### src/rtl/fib_stream_gen.sv
// Generalised Fibonacci stream generator: emits a, with a<=b and b<=f(a+b) on each
// accepted beat. Supports runtime seeds, a term count and a wrap/saturate/halt overflow policy.
module fib_stream_gen #(
  parameter int              WIDTH    = 8,
  parameter int              CNT_W    = 8,
  parameter logic [WIDTH-1:0] RST_A   = '0,
  parameter logic [WIDTH-1:0] RST_B   = WIDTH'(1),
  parameter int              OVF_MODE = 0
) (
  input  logic             clk,
  input  logic             rst,
  input  logic             start,
  input  logic [WIDTH-1:0] seed_a,
  input  logic [WIDTH-1:0] seed_b,
  input  logic [CNT_W-1:0] len,
  output logic             out_valid,
  input  logic             out_ready,
  output logic [WIDTH-1:0] out_data,
  output logic [CNT_W-1:0] term_idx,
  output logic             overflow,
  output logic             busy,
  output logic             done,
  output logic [1:0]       state_dbg
);

  // Handshake: a term transfers on every rising edge where out_valid && out_ready;
  // while out_valid is high and out_ready is low, out_data and term_idx are held.

  typedef enum logic [1:0] {
    S_IDLE = 2'd0,
    S_RUN  = 2'd1,
    S_DONE = 2'd2
  } state_t;

  state_t           state, state_next;
  logic [WIDTH-1:0] a, b, b_next;
  logic [CNT_W-1:0] rem;
  logic [WIDTH:0]   sum;
  logic             carry;
  logic             beat;
  logic             accept;
  logic             last;
  logic             done_r;

  always_comb begin
    sum    = {1'b0, a} + {1'b0, b};
    carry  = sum[WIDTH];
    b_next = sum[WIDTH-1:0];
    if (OVF_MODE == 1 && carry) b_next = '1;
    beat   = (state == S_RUN) && out_ready;
    accept = start && (state != S_RUN);
    // In halt mode a carrying beat is the final one regardless of rem.
    last   = beat && ((rem == CNT_W'(1)) || (OVF_MODE == 2 && carry));
  end

  always_comb begin
    state_next = state;
    case (state)
      S_IDLE:  if (accept) state_next = S_RUN;
      S_RUN:   if (last) state_next = S_DONE;
      S_DONE:  if (accept) state_next = S_RUN;
      default: state_next = S_IDLE;
    endcase
  end

  always_ff @(posedge clk or negedge rst) begin
    if (!rst) state <= S_IDLE;
    else      state <= state_next;
  end

  always_ff @(posedge clk or negedge rst) begin
    if (!rst) begin
      a        <= RST_A;
      b        <= RST_B;
      rem      <= '0;
      term_idx <= '0;
      overflow <= 1'b0;
      done_r   <= 1'b0;
    end else begin
      done_r <= (state != S_DONE) && (state_next == S_DONE);
      if (accept) begin
        a        <= seed_a;
        b        <= seed_b;
        rem      <= len;
        term_idx <= '0;
        overflow <= 1'b0;
      end else if (beat) begin
        a        <= b;
        b        <= b_next;
        term_idx <= term_idx + CNT_W'(1);
        if (carry) overflow <= 1'b1;
        // rem == 0 means free-running, so it never counts down.
        if (rem != '0) rem <= rem - CNT_W'(1);
      end
    end
  end

  assign out_valid = (state == S_RUN);
  assign busy      = (state == S_RUN);
  assign out_data  = a;
  assign done      = done_r;
  assign state_dbg = state;

endmodule

### config.mk
export PLATFORM = sky130hd
export DESIGN_NAME = fib_stream_gen
export DESIGN_NICKNAME = d
export VERILOG_FILES = /design/src/rtl/fib_stream_gen.sv
export SDC_FILE = /design/constraint.sdc
export NUM_CORES = 1
export LEC_CHECK = 0
export CORE_UTILIZATION = 49
export DETAILED_ROUTE_END_ITERATION = 16
export PLACE_DENSITY = 0.77
export SYNTH_ARGS = -nofsm -noshare
export SYNTH_HDL_FRONTEND = slang
export SYNTH_SLANG_ARGS = --single-unit
### constraint.sdc
create_clock -name clk -period 2.7 [get_ports clk]
set_input_delay 0.27 -clock clk [delete_from_list [all_inputs] [get_ports clk]]
set_output_delay 0.27 -clock clk [all_outputs]
set_load 0.1 [all_outputs]
# Word level (Yosys, flattened, before mapping)
# Index checks and enable logic that the tools add are counted.
# classes
n_addsub	3
reduce_logical	12
muxes	15
eq_ne	6
# ops
cell	n
two-way mux 8 bit	9
adder 8 x 8 -> 9 bit	1
adder 8 x 1 -> 8 bit (second input constant)	1
== test 8 x 1 -> 1 bit (second input constant)	1
nonzero test 8 bit	1
subtractor 8 x 1 -> 8 bit (second input constant)	1
nonzero test 2 bit	3
== test 2 bit (second input constant)	2
logical AND 1 bit	4
two-way mux 2 bit	2
case mux 2 bit (2 select lines)	1
AND reduction 2 bit	2
two-way mux 1 bit	3
== test 2 x 1 -> 1 bit (second input constant)	1
logical NOT 2 bit	1
inequality test 2 x 1 -> 1 bit (second input constant)	1
inequality test 2 bit (second input constant)	1
OR reduction 2 bit	1
# word_totals
output_inout_bits	22
register_bits	36
inputBits	28
wordCells	43

# Depth between registers and ports, before layout
# Gate-level depths: netlist (run 1).
# logic_depth
depth_word	7
ltp_mapped	8
mapped_depth_nobuf	8

# Worst setup path after synthesis (run 1)
# OpenSTA, ideal clock, no wires.
# synth_path
kind	flip-flop to flip-flop
from	register a[0], in the netlist out_data[0]
to	register b[6]
path_buffers	0
synth_period_minus_slack_ps	2558
path_slack_ps	142
arrival_time_ps	2438
setup_ps	120
required_ps	2580
stages_incl_launch_ff	9
path_cell_list	dfrtp_1 -> ha_1 -> inv_1 -> fa_1 -> nand2b_1 -> a21oi_1 -> o21a_1 -> o21ai_0 -> a31o_2
# synth_between
elab_chain_cells	3
# synth_lines
element	line_no	rtl
start, declared	36	logic [WIDTH-1:0] a, b, b_next;
start signal, assigned	73	a <= RST_A;
start signal, assigned	82	a <= seed_a;
start signal, assigned	88	a <= b;
adder 8 x 8 -> 9 bit	46	sum = {1'b0, a} + {1'b0, b};
two-way mux 8 bit	87	end else if (beat) begin
two-way mux 8 bit	81	if (accept) begin
end signal, assigned	89	b <= b_next;
end, declared	36	
# Every way passes these cells. The select of a mux whose other input is x is not followed.
# A chain may end at the register's enable or synchronous reset.

# Worst setup path after layout (run 1)
# layout_path
from	register b[0]
to	register b[6]
# layout_between
elab_chain_cells	3
# layout_lines
element	line_no
adder 8 x 8 -> 9 bit	46
two-way mux 8 bit	87
two-way mux 8 bit	81
# Every way passes these cells. The select of a mux whose other input is x is not followed.

==> results of run 1 <==
==> layer usage <==
metal	track usage, %	vias up	wire length (µm)
met5	0	-	0
li1	-	872	-
met2	36.7	41	2160
met1	28.9	825	2120
met3	5.65	4	205
met4	8.78	0	51
==> placed cells by master (no fill, tap or decap), types with 6 or more instances in the layout <==
cell type and count:
nor2_1 19, inv_1 8, a21oi_1 13, dfrtp_1 35, o21ai_0 10, xor2_1 10
clkdlybuf4s50_1 27, a22oi_1 7, ha_1 12, nand3_1 6, buf_4 26, nand2_1 41
==> synth_stat cells (4+ instances only) <==
master	instances
or3_1	4
dfrtp_1	35
o21ai_1	4
o21ai_0	10
clkbuf_1	5
o211ai_1	5
a21oi_1	13
nand2_1	41
ha_1	12
xor2_1	10
nand3_1	6
inv_1	8
a22oi_1	7
nor2_1	19
==> registers in the layout, summed over array words and instances, names as in the netlist <==
signal     count
out_data       8
b              8
state_dbg      2
done           1
overflow       1
term_idx       8
rem            8
==> how the worst max path moves through the flow <==
stage                  endpoint  slack, ns  cells past startpoint
4_1_cts        b[6]$_DFFE_PN0P_       0.53                      8
5_1_grt        b[6]$_DFFE_PN0P_       0.38                      8
2_1_floorplan  b[6]$_DFFE_PN0P_       0.14                      8
3_5_place_dp   b[6]$_DFFE_PN0P_       0.55                      8
3_3_place_gp   b[6]$_DFFE_PN0P_       0.62                      8
6_report       b[6]$_DFFE_PN0P_       0.51                      8
==> where the power goes <==
| group | internal, µW | leakage (µW) | switching, µW |
|---|---|---|---|
| Combinational | 490 | 0.000696 | 1040 |
| Clock | 274 | 0.0000552 | 197 |
| Sequential | 688 | 0.000449 | 140 |
==> kinds of logic after synthesis <==
family	count (synthesis)	share of synthesized area (%)
simple gates	87	19.3
fa+ha+maj	13	8.28
mux	2	1.04
flops	36	43.9
compound gates	54	17.6
buf+inv	19	4.32
xor+xnor	13	5.54
==> cell type report <==
cell class,count,area [µm²],share of cell area (%)
Clock buffer,6,72.6,2.76
Clock inverter,2,35.0,1.33
Inverter,8,30.0,1.14
Multi-Input combinational cell,169,1060,40.4
Sequential cell,36,902,34.3
Tap cell,50,62.6,2.38
Timing Repair Buffer,53,465,17.7
==> per-stage QoR <==
stage               worst slack, ns  hold WS (ns)
finish                        0.513         0.389
floorplan                     0.142       -0.0256
global placement              0.615         0.494
CTS                           0.531         0.403
detailed placement            0.552         0.495
global route                  0.382         0.431
==> results.json, run 1 <==
{
  "stdcell_area_um2": 2630,
  "setup_tns_ns": 0,
  "grt_use_total_pct": 22.7,
  "drc": 0,
  "start_kind": "flip-flop",
  "synth.avg_cell_area_um2": 9.17,
  "numCtsBuffers": 5,
  "fmax_ghz": 0.457,
  "timing.rr.end": "b[6]$_DFFE_PN0P_",
  "worst-endpoint-arrival_ns": 2.38,
  "cts_tree": "done",
  "cts.sinks": 36,
  "instances_no_fill": 324,
  "synthCells": 224,
  "ctsResizeCount": 0,
  "antennaDiodeCount": 0,
  "die_h_um": 66.8,
  "cts_max_level": 2,
  "gp_congestion": 0.803,
  "slew_headroom_pct": 60.9,
  "fin_worst_skew_ns": 0.00863,
  "rrSetupSlack_ns": 0.51,
  "dr_total_vias": 1742,
  "grt_start_max_net_pins": 37,
  "drv_slew": 0,
  "layout_min_cycle_time_ns": 2.19,
  "viasPerCell": 5.38,
  "timing.rr.start": "b[0]$_DFFE_PN1P_",
  "area_growth_pct": 28.1,
  "die_area_um2": 4460,
  "root_buffer": "clkbuf_8",
  "core_area_um2": 4000,
  "die_x_um": 66.8,
  "grt_overflow": 0,
  "path_buf_inv": 1,
  "cts_buffer_depth": 2,
  "p_total_uw": 2830,
  "worst_pin_slew_ns": 0.584,
  "grt_pass1_wl_um": 7490,
  "slowest_delay_ns": 0.55,
  "netlist_area_um2": 2050,
  "async_reset_ff_share_pct": 100,
  "grt_pass1_vias": 1654,
  "synth_top_area_share_pct": 42.6,
  "status": "completed",
  "hp-class": "in2async",
  "startpoint": "b[0]$_DFFE_PN1P_",
  "ys_seq_elements": 36,
  "nets": 314,
  "rr_worst_depth": 8,
  "cp_slowest_cell": "dfstp_2",
  "synth.area.top_cells": "dfrtp_1 43%, nand2_1 7.5%, ha_1 7.3%, xor2_1 4.3%, nor2_1 3.5%",
  "critPathMaxFanout": 3,
  "synth_ff_type": "dfrtp_1",
  "setup_violations": 0,
  "dpl_cell_area_um2": 2520,
  "cap_violations": 0,
  "rows": 23,
  "rsz0062_at_grt": "no",
  "ys_warn_count": 0,
  "cp-end-kind": "flip-flop",
  "synth-edff-count": 0,
  "wirelength_um": 4530,
  "crit_family": "compound AO/OA/AOI/OAI gates",
  "path_clk_slew_ns": 0.08,
  "synth_cell_types": 46,
  "pwr_density_cell_nw_per_um2": 1080,
  "clk_latency_ns": 0.30,
  "finalCritPeriodShare_pct": 81.0,
  "drive_gt1_share_pct": 14.6,
  "hpwl_um": 3150,
  "crit_required_ns": 2.89,
  "io_pins": 50,
  "hold_buffers": 0,
  "start_util_pct": 51.4,
  "hold_violations": 0,
  "path_class": "reg2reg",
  "cellLeakagePower_uw": 0.00120,
  "ys_seq_area_share_pct": 43.9,
  "drt_pass1_iterations": 4,
  "wl_per_cell_um": 14.0,
  "io_buffers": 49,
  "n_fill_cell": 349,
  "drtAntennaViolNets": 0,
  "dp.cells": 316,
  "syn-num-nets": 265,
  "antenna_found_initial": 0,
  "fin_util_pct": 65.8,
  "synth_top_cell_by_area": "dfrtp_1",
  "first_iter_violations": 115,
  "ir_drop_mv": 0.801,
  "postCtsSetupBuffers": 0,
  "path_cells": "ha_1, inv_1, fa_1, nand2b_1, a21oi_1, o21a_1, o21ai_0, a31o_2"
}
Note: power is estimated with default switching activity, not from simulation.
==> run 2, diff against run 1 <==
==> constraint.sdc (replaced) <==
create_clock -name clk -period 2.2 [get_ports clk]
set_input_delay 0.22 -clock clk [delete_from_list [all_inputs] [get_ports clk]]
set_output_delay 0.22 -clock clk [all_outputs]
set_load 0.1 [all_outputs]
==> run 2 against run 1 <==
Routed wire length up 3.1%; critical path type unchanged; sequential cell count unchanged; register-to-register slack worse by 0.38 ns; sequential share of layout area down 0.45 points; largest cell class unchanged; core utilization up 1.3 points; clock skew up 0.0022 ns; largest power group unchanged; critical path depth unchanged.
==> results.json, run 2 (same netlist as run 1, synthesis figures left out) <==
{
  "start_util_pct": 51.4,
  "fmax_ghz": 0.483,
  "fin_worst_skew_ns": 0.0109,
  "rrSetupSlack_ns": 0.13,
  "path_cells": "ha_2, inv_1, fa_2, nand2b_4, a21oi_2, o21a_1, o21ai_0, a31o_2",
  "area_growth_pct": 30.7,
  "die_x_um": 66.8,
  "slowest_delay_ns": 0.55,
  "startpoint": "b[0]$_DFFE_PN1P_",
  "wl_per_cell_um": 14.2,
  "die_h_um": 66.8,
  "met3_length_um": 253,
  "critPathMaxFanout": 3,
  "core_area_um2": 4000,
  "grt_start_max_net_pins": 37,
  "finalCritPeriodShare_pct": 94.1,
  "endpoint": "b[6]$_DFFE_PN0P_",
  "final_cell_mix": "41 x nand2_1, 30 x dfrtp_1, 29 x buf_4, 27 x clkdlybuf4s50_1, 19 x nor2_1",
  "drc": 0,
  "start_kind": "flip-flop",
  "antenna_found_initial": 0,
  "path_clk_slew_ns": 0.08,
  "pwr_density_cell_nw_per_um2": 1290,
  "ir_drop_mv": 0.911,
  "drv_slew": 0,
  "setup_violations": 0,
  "wl_met1_um": 2160,
  "numCtsBuffers": 5,
  "path_class": "reg2reg",
  "stdcell_area_um2": 2690,
  "wirelength_um": 4670,
  "viasPerCell": 5.51,
  "first_iter_violations": 177,
  "grt_use_total_pct": 23.7,
  "grt_pass1_vias": 1727,
  "worst_pin_slew_ns": 0.525,
  "rows": 23,
  "drive_gt1_share_pct": 19.8,
  "clk_latency_ns": 0.30,
  "io_pins": 50,
  "crit_required_ns": 2.39,
  "cts.sinks": 36,
  "rsz0062_at_grt": "no",
  "hpwl_um": 3240,
  "dr_total_vias": 1807,
  "cap_violations": 0,
  "layout_commonest_cell": "nand2_1",
  "cts_buffer_depth": 2,
  "hold_ws_ns": 0.342,
  "setup_tns_ns": 0,
  "worst-endpoint-arrival_ns": 2.26,
  "hold_violations": 0,
  "cellLeakagePower_uw": 0.00122,
  "timing.rr.end": "b[6]$_DFFE_PN0P_",
  "rr_worst_depth": 8,
  "layout_min_cycle_time_ns": 2.07,
  "root_buffer": "clkbuf_8",
  "timing.rr.start": "b[0]$_DFFE_PN1P_",
  "drt_pass1_iterations": 4,
  "gp_congestion": 0.772,
  "hp-class": "in2async",
  "wl_met2_um": 2200,
  "antennaDiodeCount": 0,
  "cts_tree": "done",
  "top_layer": "met4",
  "fin_util_pct": 67.1,
  "dpl_cell_area_um2": 2570,
  "io_buffers": 49,
  "cp_slowest_cell": "dfstp_2",
  "drtAntennaViolNets": 0,
  "cp-end-kind": "flip-flop",
  "die_area_um2": 4460,
  "slew_headroom_pct": 65.0,
  "cts_max_level": 2,
  "grt_overflow": 0,
  "grt_pass1_wl_um": 7820,
  "nets": 318,
  "status": "completed",
  "p_total_uw": 3470
}
-- run 2: how the worst min path moves through the flow --
stage,depth (start not counted),end,from,slack (ns)
final,2,rem[5]$_DFFE_PN0P_,rst,0.34
after global routing,2,rem[5]$_DFFE_PN0P_,rst,0.40
after CTS,2,rem[5]$_DFFE_PN0P_,rst,0.36
after detailed placement,2,out_data[0]$_DFFE_PN0P_,out_data[0]$_DFFE_PN0P_,0.49
after global placement,2,out_data[0]$_DFFE_PN0P_,out_data[0]$_DFFE_PN0P_,0.48
after floorplan,0,b[1]$_DFFE_PN0P_,rst,-0.08
-- run 2: repair_timing --
item                                    CTS  global route
endpoints found under the setup margin    0             1
hold buffers                              0             0
resized for setup                         0             4
setup buffers                             0             1
-- run 2: metrics by stage --
stage / std cells / setup slack, ns
after global placement: 319 / 0.107
after global routing: 328 / 0.0352
final: 328 / 0.131
after detailed placement: 319 / 0.0379
after CTS: 327 / 0.00783
after floorplan: 224 / -0.105
-- run 2: final cells by class --
class / count / area (µm²)
clock inverters: 2 / 10.0
fillers: 331 / 1320
clock buffers: 6 / 82.6
flip-flops and latches: 36 / 908
multi-input cells: 169 / 1080
well taps: 50 / 62.6
repair buffers: 57 / 508
inverters: 8 / 33.8
-- run 2: worst max-delay path: cells and delay by family (launching register included) --
| kind | cells | cell delay (ns) |
|---|---|---|
| adder cells (fa/ha/maj) | 2 | 0.55 |
| AO/OA/AOI/OAI | 4 | 0.66 |
| AND/OR/NAND/NOR | 1 | 0.16 |
| buffers and inverters | 1 | 0.06 |
| flip-flops | 1 | 0.55 |
-- run 2: power breakdown --
| part | internal, µW | leakage (µW) | switching, µW |
|---|---|---|---|
| clock network | 250 | 0.0000510 | 248 |
| registers | 848 | 0.000444 | 169 |
| logic | 646 | 0.000726 | 1310 |
-- run 2: metal layers --
layer  GRT usage [%]  up-vias
met1            29.7      866
met2            39.3       52
met5               0        -
met4            7.18        0
li1                -      883
met3            6.85        6
==> run 3, diff against run 2 <==
==> constraint.sdc (replaced) <==
create_clock -name clk -period 2.2 [get_ports clk]
set_input_delay 0.44 -clock clk [delete_from_list [all_inputs] [get_ports clk]]
set_output_delay 0.44 -clock clk [all_outputs]
set_load 0.1 [all_outputs]
==> run 3 against run 2 <==
Total power up 4.1%; die area unchanged; non-clock buffer count up 2; largest cell class unchanged; highest routed layer unchanged.
==> results.json, run 3 (same netlist as run 1, synthesis figures left out) <==
{
  "timing.rr.start": "b[0]$_DFFE_PN1P_",
  "start_kind": "flip-flop",
  "drtAntennaViolNets": 0,
  "grt_pass1_wl_um": 8050,
  "path_class": "reg2reg",
  "endpoint": "b[6]$_DFFE_PN0P_",
  "grt_start_max_net_pins": 22,
  "stdcell_area_um2": 2760,
  "critPathMaxFanout": 3,
  "die_h_um": 66.8,
  "clock_power_share_pct": 17.8,
  "hpwl_um": 3470,
  "p_int_uw": 1890,
  "switching_share_pct": 47.7,
  "path_clk_slew_ns": 0.07,
  "p_comb_share_pct": 53.9,
  "area_growth_pct": 34.5,
  "rows": 23,
  "numCtsBuffers": 5,
  "pwr_density_cell_nw_per_um2": 1310,
  "clk_latency_ns": 0.29,
  "layout_commonest_cell": "nand2_1",
  "start_util_pct": 51.4,
  "hold_path_startpoint": "state_dbg[1]$_DFF_PN0_",
  "p_seq_share_pct": 28.4,
  "first_iter_violations": 87,
  "root_buffer": "clkbuf_8",
  "postCtsSetupBuffers": 0,
  "slew_headroom_pct": 54.0,
  "crit_required_ns": 2.39,
  "startpoint": "b[0]$_DFFE_PN1P_",
  "cts_tree": "done",
  "io_buffers": 49,
  "cp-end-kind": "flip-flop",
  "fmax_ghz": 0.490,
  "cts_max_level": 2,
  "hold_violations": 0,
  "wl_per_cell_um": 14.5,
  "timing.rr.end": "b[6]$_DFFE_PN0P_",
  "fin_worst_skew_ns": 0.00551,
  "antennaDiodeCount": 0,
  "p_switching_uw": 1720,
  "die_area_um2": 4460,
  "cts.sinks": 36,
  "dpl_cell_area_um2": 2620,
  "worst_pin_slew_ns": 0.688,
  "rsz0062_at_grt": "no",
  "layout_min_cycle_time_ns": 2.04,
  "viasPerCell": 5.42,
  "drc": 0,
  "ir_drop_mv": 0.904,
  "core_area_um2": 4000,
  "drive_gt1_share_pct": 21.1,
  "antenna_found_initial": 0,
  "setup_tns_ns": 0,
  "cellLeakagePower_uw": 0.00125,
  "hp-class": "reg2reg",
  "setup_violations": 0,
  "io_pins": 50,
  "drt_pass1_iterations": 4,
  "nets": 320,
  "final_cell_mix": "41 x nand2_1, 29 x buf_4, 28 x dfrtp_1, 27 x clkdlybuf4s50_1, 19 x nor2_1",
  "grt_pass1_vias": 1766,
  "grt_use_total_pct": 24.4,
  "grt_overflow": 0,
  "cap_violations": 0,
  "rr_worst_depth": 8,
  "cts_buffer_depth": 2,
  "die_x_um": 66.8,
  "worst-endpoint-arrival_ns": 2.22,
  "gp_congestion": 0.796,
  "wirelength_um": 4770,
  "status": "completed",
  "drv_slew": 0,
  "finalCritPeriodShare_pct": 92.7,
  "rrSetupSlack_ns": 0.16,
  "dr_total_vias": 1790
}
## run 3: what timing repair did
| action | CTS | global route |
|---|---|---|
| endpoints found under the setup margin | 0 | 1 |
| hold buffers | 0 | 0 |
| gates resized for setup | 0 | 4 |
## run 3: power by group through the flow
stage               logic (µW)  clock network, µW  registers, µW
detailed placement        1880                  0           1040
floorplan                  769                  0           1720
finish                    1950                643           1020
global placement          1870                  0           1030
global route              2120                680           1060
CTS                       1900                651           1020
## run 3: layer usage
layer,track usage [%],routed length [µm]
met1,31.5,2120
met2,41.4,2390
met3,4.62,205
met4,6.65,56
met5,0,0
## run 3: cell type report
cell class | count | area [µm²]
Fill cell | 335 | 1240
Timing Repair Buffer | 59 | 548
Inverter | 8 | 33.8
Sequential cell | 36 | 913
Clock inverter | 1 | 30.0
Clock buffer | 7 | 96.3
Tap cell | 50 | 62.6
Multi-Input combinational cell | 169 | 1080
## run 3: critical path, cell delays in order, from the launching register on
cell	delay, ns
dfstp_2	0.55
ha_2	0.20
inv_1	0.06
fa_2	0.36
nand2b_4	0.16
a21oi_2	0.14
o21a_1	0.15
o21ai_0	0.08
a31o_2	0.24
## run 3: per-stage QoR
stage	power (µW)	util, %	setup WS (ns)	instances	hold slack [ns]
2_1_floorplan	2480	-	-0.0525	224	0.144
3_3_place_gp	2900	65.5	0.107	322	0.488
3_5_place_dp	2910	65.5	0.0486	322	0.493
4_1_cts	3570	68.7	0.0356	330	0.508
5_1_grt	3860	69.1	0.0138	330	0.535
6_report	3610	69.1	0.161	330	0.506
## run 3: worst min path at each step
stage,to,depth (start not counted)
detailed placement,out_data[3]$_DFFE_PN0P_,2
finish,state_dbg[1]$_DFF_PN0_,1
global route,state_dbg[1]$_DFF_PN0_,1
CTS,state_dbg[1]$_DFF_PN0_,1
floorplan,b[1]$_DFFE_PN0P_,0
global placement,out_data[4]$_DFFE_PN0P_,2
